**src/rtl/scheduler_acc_lookup_pkg.sv**
```systemverilog
// Scheduling-data layout shared between the bitinfo parse stage and the accelerator lookup.
package scheduler_acc_lookup_pkg;
  localparam int MAX_ACCS               = 16;
  localparam int ACC_BITS               = $clog2(MAX_ACCS);
  localparam int SCHED_DATA_W           = 50;
  localparam int SCHED_DATA_TASK_TYPE_L = 16;
  localparam int SCHED_DATA_TASK_TYPE_H = 49;
  localparam int SCHED_DATA_COUNT_L     = 8;
  localparam int SCHED_DATA_ACCID_L     = 0;
  localparam int TASK_TYPE_W            = SCHED_DATA_TASK_TYPE_H - SCHED_DATA_TASK_TYPE_L + 1;
endpackage

```
**src/rtl/scheduler_acc_lookup_rr_counters.sv**
```systemverilog
// Per-entry round-robin counters: combined select (base + rr[idx]) and wrap-at-count advance.
module scheduler_acc_lookup_rr_counters
  import scheduler_acc_lookup_pkg::*;
(
  input  logic                clk,
  input  logic                rst,
  input  logic [ACC_BITS-1:0] idx,
  input  logic [ACC_BITS-1:0] count,
  input  logic [ACC_BITS-1:0] base,
  input  logic                advance,
  output logic [ACC_BITS-1:0] acc_id
);
  logic [ACC_BITS-1:0] rr [MAX_ACCS];

  assign acc_id = base + rr[idx];

  always_ff @(posedge clk) begin
    if (rst) begin
      for (int i = 0; i < MAX_ACCS; i++) rr[i] <= '0;
    end else if (advance) begin
      rr[idx] <= (rr[idx] == count) ? '0 : rr[idx] + {{(ACC_BITS-1){1'b0}}, 1'b1};
    end
  end
endmodule

```
**src/rtl/scheduler_acc_lookup.sv**
```systemverilog
// Task-type to accelerator-id lookup over the scheduling-data memory with round-robin selection.
// Optional last-hit cache enabled by defining SCHED_LOOKUP_CACHE_EN.
module scheduler_acc_lookup
  import scheduler_acc_lookup_pkg::*;
(
  input  logic                    ap_clk,
  input  logic                    ap_rst,
  input  logic                    sched_ready,
  input  logic [ACC_BITS:0]       sched_num_types,
  output logic [ACC_BITS-1:0]     scheduleData_address0,
  output logic                    scheduleData_ce0,
  input  logic [SCHED_DATA_W-1:0] scheduleData_q0,
  input  logic [TASK_TYPE_W-1:0]  req_task_type,
  input  logic                    req_valid,
  output logic                    req_ready,
  output logic                    rsp_valid,
  input  logic                    rsp_ready,
  output logic                    rsp_found,
  output logic [ACC_BITS-1:0]     rsp_acc_id
);
  typedef enum logic [1:0] {IDLE, READ, CHECK, RESP} state_t;

  state_t                 state, state_next;
  logic [ACC_BITS-1:0]    idx;
  logic [TASK_TYPE_W-1:0] type_r;
  logic [TASK_TYPE_W-1:0] entry_type;
  logic [ACC_BITS-1:0]    entry_count, entry_base;
  logic [ACC_BITS:0]      idx_plus1;
  logic                   accept, check_hit, last_entry, cache_hit;
  logic [ACC_BITS-1:0]    sel_idx, sel_count, sel_base, sel_acc;
  logic                   unused_bits;

  assign entry_type  = scheduleData_q0[SCHED_DATA_TASK_TYPE_H:SCHED_DATA_TASK_TYPE_L];
  assign entry_count = scheduleData_q0[SCHED_DATA_COUNT_L +: ACC_BITS];
  assign entry_base  = scheduleData_q0[SCHED_DATA_ACCID_L +: ACC_BITS];
  assign unused_bits = ^{scheduleData_q0[SCHED_DATA_TASK_TYPE_L-1:SCHED_DATA_COUNT_L+ACC_BITS],
                         scheduleData_q0[SCHED_DATA_COUNT_L-1:SCHED_DATA_ACCID_L+ACC_BITS]};

  assign req_ready             = (state == IDLE) && sched_ready;
  assign accept                = req_valid && req_ready;
  assign scheduleData_ce0      = (state == READ);
  assign scheduleData_address0 = (state == READ) ? idx : '0;
  assign check_hit             = (state == CHECK) && (entry_type == type_r);
  assign idx_plus1             = {1'b0, idx} + {{ACC_BITS{1'b0}}, 1'b1};
  assign last_entry            = (idx_plus1 == sched_num_types);

`ifdef SCHED_LOOKUP_CACHE_EN
  logic                   cache_valid;
  logic [TASK_TYPE_W-1:0] cache_type;
  logic [ACC_BITS-1:0]    cache_idx, cache_base, cache_count;

  assign cache_hit = accept && cache_valid && (cache_type == req_task_type);
  assign sel_idx   = cache_hit ? cache_idx   : idx;
  assign sel_count = cache_hit ? cache_count : entry_count;
  assign sel_base  = cache_hit ? cache_base  : entry_base;

  // Any drop of sched_ready may mean the memory is being refilled, so the cache is invalidated.
  always_ff @(posedge ap_clk) begin
    if (ap_rst || !sched_ready) cache_valid <= 1'b0;
    else if (check_hit)         cache_valid <= 1'b1;
    if (check_hit) begin
      cache_type  <= type_r;
      cache_idx   <= idx;
      cache_base  <= entry_base;
      cache_count <= entry_count;
    end
  end
`else
  assign cache_hit = 1'b0;
  assign sel_idx   = idx;
  assign sel_count = entry_count;
  assign sel_base  = entry_base;
`endif

  scheduler_acc_lookup_rr_counters u_sched_rr_counters (
    .clk     (ap_clk),
    .rst     (ap_rst),
    .idx     (sel_idx),
    .count   (sel_count),
    .base    (sel_base),
    .advance (check_hit || cache_hit),
    .acc_id  (sel_acc)
  );

  always_ff @(posedge ap_clk) begin
    if (ap_rst) state <= IDLE;
    else        state <= state_next;
  end

  always_comb begin
    state_next = state;
    case (state)
      IDLE:    if (accept) state_next = (cache_hit || sched_num_types == '0) ? RESP : READ;
      READ:    state_next = CHECK;
      CHECK:   if (check_hit || last_entry) state_next = RESP;
               else                         state_next = READ;
      RESP:    if (rsp_valid && rsp_ready) state_next = IDLE;
      default: state_next = IDLE;
    endcase
  end

  // rsp_valid rises on the first RESP edge so found/acc_id are already settled when it appears.
  always_ff @(posedge ap_clk) begin
    if (ap_rst) begin
      idx        <= '0;
      rsp_valid  <= 1'b0;
      rsp_found  <= 1'b0;
      rsp_acc_id <= '0;
    end else begin
      case (state)
        IDLE: if (accept) begin
          type_r     <= req_task_type;
          idx        <= '0;
          rsp_found  <= cache_hit;
          rsp_acc_id <= cache_hit ? sel_acc : '0;
        end
        CHECK: begin
          if (check_hit) begin
            rsp_found  <= 1'b1;
            rsp_acc_id <= sel_acc;
          end else if (last_entry) begin
            rsp_found  <= 1'b0;
            rsp_acc_id <= '0;
          end else begin
            idx <= idx_plus1[ACC_BITS-1:0];
          end
        end
        RESP: begin
          if (!rsp_valid)     rsp_valid <= 1'b1;
          else if (rsp_ready) rsp_valid <= 1'b0;
        end
        default: ;
      endcase
    end
  end
endmodule

```
**config.mk**
```make
export PLATFORM = sky130hd
export DESIGN_NAME = scheduler_acc_lookup
export DESIGN_NICKNAME = d
export VERILOG_FILES = /design/src/rtl/scheduler_acc_lookup_pkg.sv /design/src/rtl/scheduler_acc_lookup_rr_counters.sv /design/src/rtl/scheduler_acc_lookup.sv
export SDC_FILE = /design/constraint.sdc
export NUM_CORES = 1
export LEC_CHECK = 0
export CORE_AREA = 8 8 124 154
export DETAILED_ROUTE_END_ITERATION = 7
export DIE_AREA = 0 0 132 162
export GPL_TIMING_DRIVEN = 0
export SLEW_MARGIN = 30
export SYNTH_ARGS = -nofsm -noshare
export SYNTH_HDL_FRONTEND = slang
export SYNTH_HIERARCHICAL = 1
export SYNTH_SLANG_ARGS = --single-unit
```
**constraint.sdc**
```tcl
create_clock -name ap_clk -period 9.9 [get_ports ap_clk]
set_clock_uncertainty 0.15 [all_clocks]
set_input_delay 1.98 -clock ap_clk [delete_from_list [all_inputs] [get_ports ap_clk]]
set_output_delay 1.98 -clock ap_clk [all_outputs]
set_load 0.01 [all_outputs]
```
==> flow_metrics.py <==
metrics = {
    "status": {
        "status": "complete, no violations",
    },
    "power": {
        "static-leakage-power_nw": 2.46,
        "power_density_nw_per_um2": 140,
        "max-vdd-ir-drop_uv": 81.3,
    },
    "grt": {
        "grt_remaining_overflow": 0,
        "grt_first_pass_wirelength_mm": 24.9,
        "track_usage": 0.151,
        "initial_antenna_violation_count": 0,
        "first_global_vias": 4590,
        "grt_start_max_net_pins": 19,
    },
    "sta": {
        "tightest_slew_ps": 734,
        "max-slew-margin-rel": 0.509,
        "slew_viol_final": 0,
        "tns_ps": 0,
        "final-setup-viol-count": 0,
        "fin_crit_ps": 5400,
        "min_period_over_period": 0.545,
        "grt_setup_unrepaired": "no",
        "timing.fmax_mhz": 185,
        "fin_hold_ws_ps": 338,
        "finalHoldViolations": 0,
    },
    "synthesis": {
        "synthesis.area_per_instance_um2": 11.7,
        "synth_top_area_frac": 0.514,
        "synth_flop_cell": "sky130_fd_sc_hd__edfxtp_1",
        "mappedNetlistNets": 589,
        "postSynthCellCount": 489,
        "synth-edff-count": 98,
        "synthesis.yosys.warnings": 6,
        "netlist_area_um2": 5730,
        "postSynth.asyncResetShare": 0,
        "ys_seq_area_frac": 0.556,
        "post-synth-top-area-cell": "sky130_fd_sc_hd__edfxtp_1",
        "synth_cell_types": 55,
        "synth_top_cells_by_area": "sky130_fd_sc_hd__edfxtp_1 (51%), sky130_fd_sc_hd__xnor2_1 (5.8%), sky130_fd_sc_hd__mux4_2 (4.7%)",
        "ys_ff_latch": 110,
    },
    "worst_setup_path": {
        "max_stage_delay_ps": 580,
        "cp.arrival_ps": 3270,
        "cp.required_ps": 7770,
        "critPathMostFrequentCell": "sky130_fd_sc_hd__clkdlybuf4s50_1",
        "startpoint_type": "primary input",
        "critPathBufInv": 2,
        "timing.critical_path.max_delay_family": "buffers and inverters",
        "worst-setup-path-type": "primary input to output port",
        "slowest_cp_cell": "sky130_fd_sc_hd__clkdlybuf4s50_1",
        "crit_path_end_kind": "output port",
        "total_stage_count_of_the_critical_path": 3,
        "path_max_fanout": 3,
        "cp_cell_sequence": "clkdlybuf4s50_1, nor3b_1, clkdlybuf4s50_1",
        "rr_worst_depth": 12,
    },
    "final_layout": {
        "net_total_in_the_final_layout": 703,
        "antenna_cells": 0,
        "drive_gt1_frac": 0.120,
        "p_r_area_growth_vs_syn_pct": 27.6,
        "fill_cells": 1568,
    },
    "placement": {
        "place.gp.congestion": 0.902,
        "place.port_buffers": 97,
        "estimated_wirelength_of_the_detail_placed_design_mm": 12.2,
    },
    "clocking": {
        "clk_pin_slew_ps": 70,
        "insertion_delay_ps": 350,
        "cts_htree_levels": 3,
        "tritoncts": "built",
        "tritoncts.num_buffers": 9,
        "cts_repair_resized_insts": 0,
        "ctsRootBufferMaster": "sky130_fd_sc_hd__clkbuf_16",
        "hold_buffers": 0,
        "post_cts.repair.setup_buffers": 0,
        "worst_case_clock_buffer_depth": 2,
        "cts.sink_count": 110,
    },
    "route": {
        "post_drt_via_cell_ratio": 5.29,
        "route.antenna.remaining_nets": 0,
        "wl_per_cell_um": 19.1,
        "detailroute.via_count": 4377,
        "dr.first_iter.drc_count": 356,
        "drt_pass1_iterations": 7,
        "wl_mm": 15.8,
        "post-route-drc-count": 0,
    },
    "hold_path": {
        "worstHoldPathCells": 2,
        "min_path_type": "flip-flop to flip-flop",
    },
    "floorplan": {
        "initial_core_util": 0.344,
        "floorplan.io_pins": 106,
        "core_um2": 16600,
        "dieHeight_um": 162,
        "die_width_um": 132,
        "standard_cell_rows": 53,
        "design.die.area_um2": 21400,
    },
    "flow_run": {
        "number_of_maximum_capacitance_constraint_violations": 0,
    },
}
cell families after synthesis:
family,share of synthesized area
buffers and inverters,0.0293
adder cells (fa/ha/maj),0.0144
flip-flops,0.556
XOR/XNOR,0.0719
AND/OR/NAND/NOR,0.201
AO/OA/AOI/OAI,0.0540
multiplexers,0.0732
power breakdown:
group          internal (W)  switching (W)  total, W
Sequential         0.000519     0.00000634  0.000525
Combinational     0.0000634      0.0000697  0.000133
Clock              0.000197       0.000167  0.000364
metal layers:
metal  vias up  GRT usage  wire [µm]
met5         -          0          0
met1      2109      0.164       6170
met3        36     0.0377        985
met2       188      0.265       8070
li1       2044          -          -
met4         0     0.0806        599
registers in the layout (all words and copies together) (netlist names):
signal,flops
u_sched_rr_counters/rr,64
rsp_valid,1
rsp_acc_id,4
state,2
idx,4
rsp_found,1
type_r,34
worst register-to-register path: cells and delay by family, from the launching register on:
family                     cells  cell delay (ps)
buffers and inverters          5             2000
xor gates and xnor gates       1              570
DFF                            1              550
adders and majority gates      1              330
muxes                          1              430
and+or+nand+nor                4              500
cells in the final DEF (no fill, tap or decap), types with 3 or more instances in the layout:
cell type	synthesis	final
sky130_fd_sc_hd__nand2_1	50	50
sky130_fd_sc_hd__nor3_1	11	11
sky130_fd_sc_hd__nor2_1	57	57
sky130_fd_sc_hd__ha_1	5	5
sky130_fd_sc_hd__nand2b_1	6	6
sky130_fd_sc_hd__nor4_1	25	24
sky130_fd_sc_hd__a21oi_1	7	7
sky130_fd_sc_hd__edfxtp_1	98	98
sky130_fd_sc_hd__mux2i_1	9	9
sky130_fd_sc_hd__xnor2_1	38	38
sky130_fd_sc_hd__nand3b_1	3	3
sky130_fd_sc_hd__nor2b_1	8	8
sky130_fd_sc_hd__buf_6	4	4
sky130_fd_sc_hd__mux2_2	4	4
sky130_fd_sc_hd__mux4_2	12	12
sky130_fd_sc_hd__and2_1	4	4
sky130_fd_sc_hd__o22a_1	3	3
sky130_fd_sc_hd__dfxtp_1	12	12
sky130_fd_sc_hd__a211oi_2	3	3
sky130_fd_sc_hd__a31oi_1	4	4
sky130_fd_sc_hd__nor3b_1	7	7
sky130_fd_sc_hd__inv_1	4	4
sky130_fd_sc_hd__and3_1	3	3
sky130_fd_sc_hd__nand3_1	9	9
sky130_fd_sc_hd__clkbuf_1	19	19
sky130_fd_sc_hd__a22oi_1	3	3
sky130_fd_sc_hd__xor2_1	9	9
sky130_fd_sc_hd__o21ai_1	6	6
sky130_fd_sc_hd__or2_2	17	17
sky130_fd_sc_hd__clkdlybuf4s50_1	0	97
sky130_fd_sc_hd__buf_2	5	11
sky130_fd_sc_hd__clkbuf_16	0	9
sky130_fd_sc_hd__nand4_1	16	16
final cells by class:
class	count	area, µm²	share of cell area
Inverter	5	18.8	0.00257
Tap cell	220	275	0.0377
Clock inverter	7	71.3	0.00976
Clock buffer	9	225	0.0308
Sequential cell	110	3180	0.436
Buffer	29	149	0.0204
Timing Repair Buffer	103	1000	0.137
Multi-Input combinational cell	345	2380	0.326
final timing paths:
check                                  start                                     endpoint  slack [ps]
setup / recovery                 sched_ready                                    req_ready        4500
setup reg to reg         idx[3]$_SDFFE_PP0P_  u_sched_rr_counters/rr[12][2]$_SDFFCE_PN0P_        5230
hold / removal    rsp_acc_id[0]$_SDFFE_PP0P_                   rsp_acc_id[0]$_SDFFE_PP0P_         340
hold reg to reg   rsp_acc_id[0]$_SDFFE_PP0P_                   rsp_acc_id[0]$_SDFFE_PP0P_         340
synth_stat cells (3+ instances only):
| cell | number |
|---|---|
| sky130_fd_sc_hd__nand3_1 | 9 |
| sky130_fd_sc_hd__a211oi_2 | 3 |
| sky130_fd_sc_hd__nor2b_1 | 8 |
| sky130_fd_sc_hd__nand2_1 | 50 |
| sky130_fd_sc_hd__clkbuf_1 | 19 |
| sky130_fd_sc_hd__nor2_1 | 57 |
| sky130_fd_sc_hd__dfxtp_1 | 12 |
| sky130_fd_sc_hd__and2_1 | 4 |
| sky130_fd_sc_hd__nor3b_1 | 7 |
| sky130_fd_sc_hd__buf_2 | 5 |
| sky130_fd_sc_hd__xor2_1 | 9 |
| sky130_fd_sc_hd__nand3b_1 | 3 |
| sky130_fd_sc_hd__and3_1 | 3 |
| sky130_fd_sc_hd__nand2b_1 | 6 |
| sky130_fd_sc_hd__or2_2 | 17 |
| sky130_fd_sc_hd__o21ai_1 | 6 |
| sky130_fd_sc_hd__edfxtp_1 | 98 |
| sky130_fd_sc_hd__nor3_1 | 11 |
| sky130_fd_sc_hd__mux2i_1 | 9 |
| sky130_fd_sc_hd__a21oi_1 | 7 |
| sky130_fd_sc_hd__o22a_1 | 3 |
| sky130_fd_sc_hd__xnor2_1 | 38 |
| sky130_fd_sc_hd__mux4_2 | 12 |
| sky130_fd_sc_hd__nand4_1 | 16 |
| sky130_fd_sc_hd__a31oi_1 | 4 |
| sky130_fd_sc_hd__ha_1 | 5 |
| sky130_fd_sc_hd__a22oi_1 | 3 |
| sky130_fd_sc_hd__buf_6 | 4 |
| sky130_fd_sc_hd__nor4_1 | 25 |
| sky130_fd_sc_hd__inv_1 | 4 |
| sky130_fd_sc_hd__mux2_2 | 4 |
stage by stage:
stage / utilization / instance area [µm²] / power, W / instances / setup WS (ps)
2_1_floorplan: - / 5730 / 0.000601 / 489 / 3740
3_3_place_gp: 0.419 / 6970 / 0.000665 / 806 / 1560
3_5_place_dp: 0.421 / 7010 / 0.000668 / 812 / 4300
4_1_cts: 0.439 / 7300 / 0.00103 / 828 / 4500
5_1_grt: 0.439 / 7300 / 0.00106 / 828 / 4380
6_report: 0.439 / 7300 / 0.00102 / 828 / 4500
No activity file was read; power rests on OpenSTA's default activity.
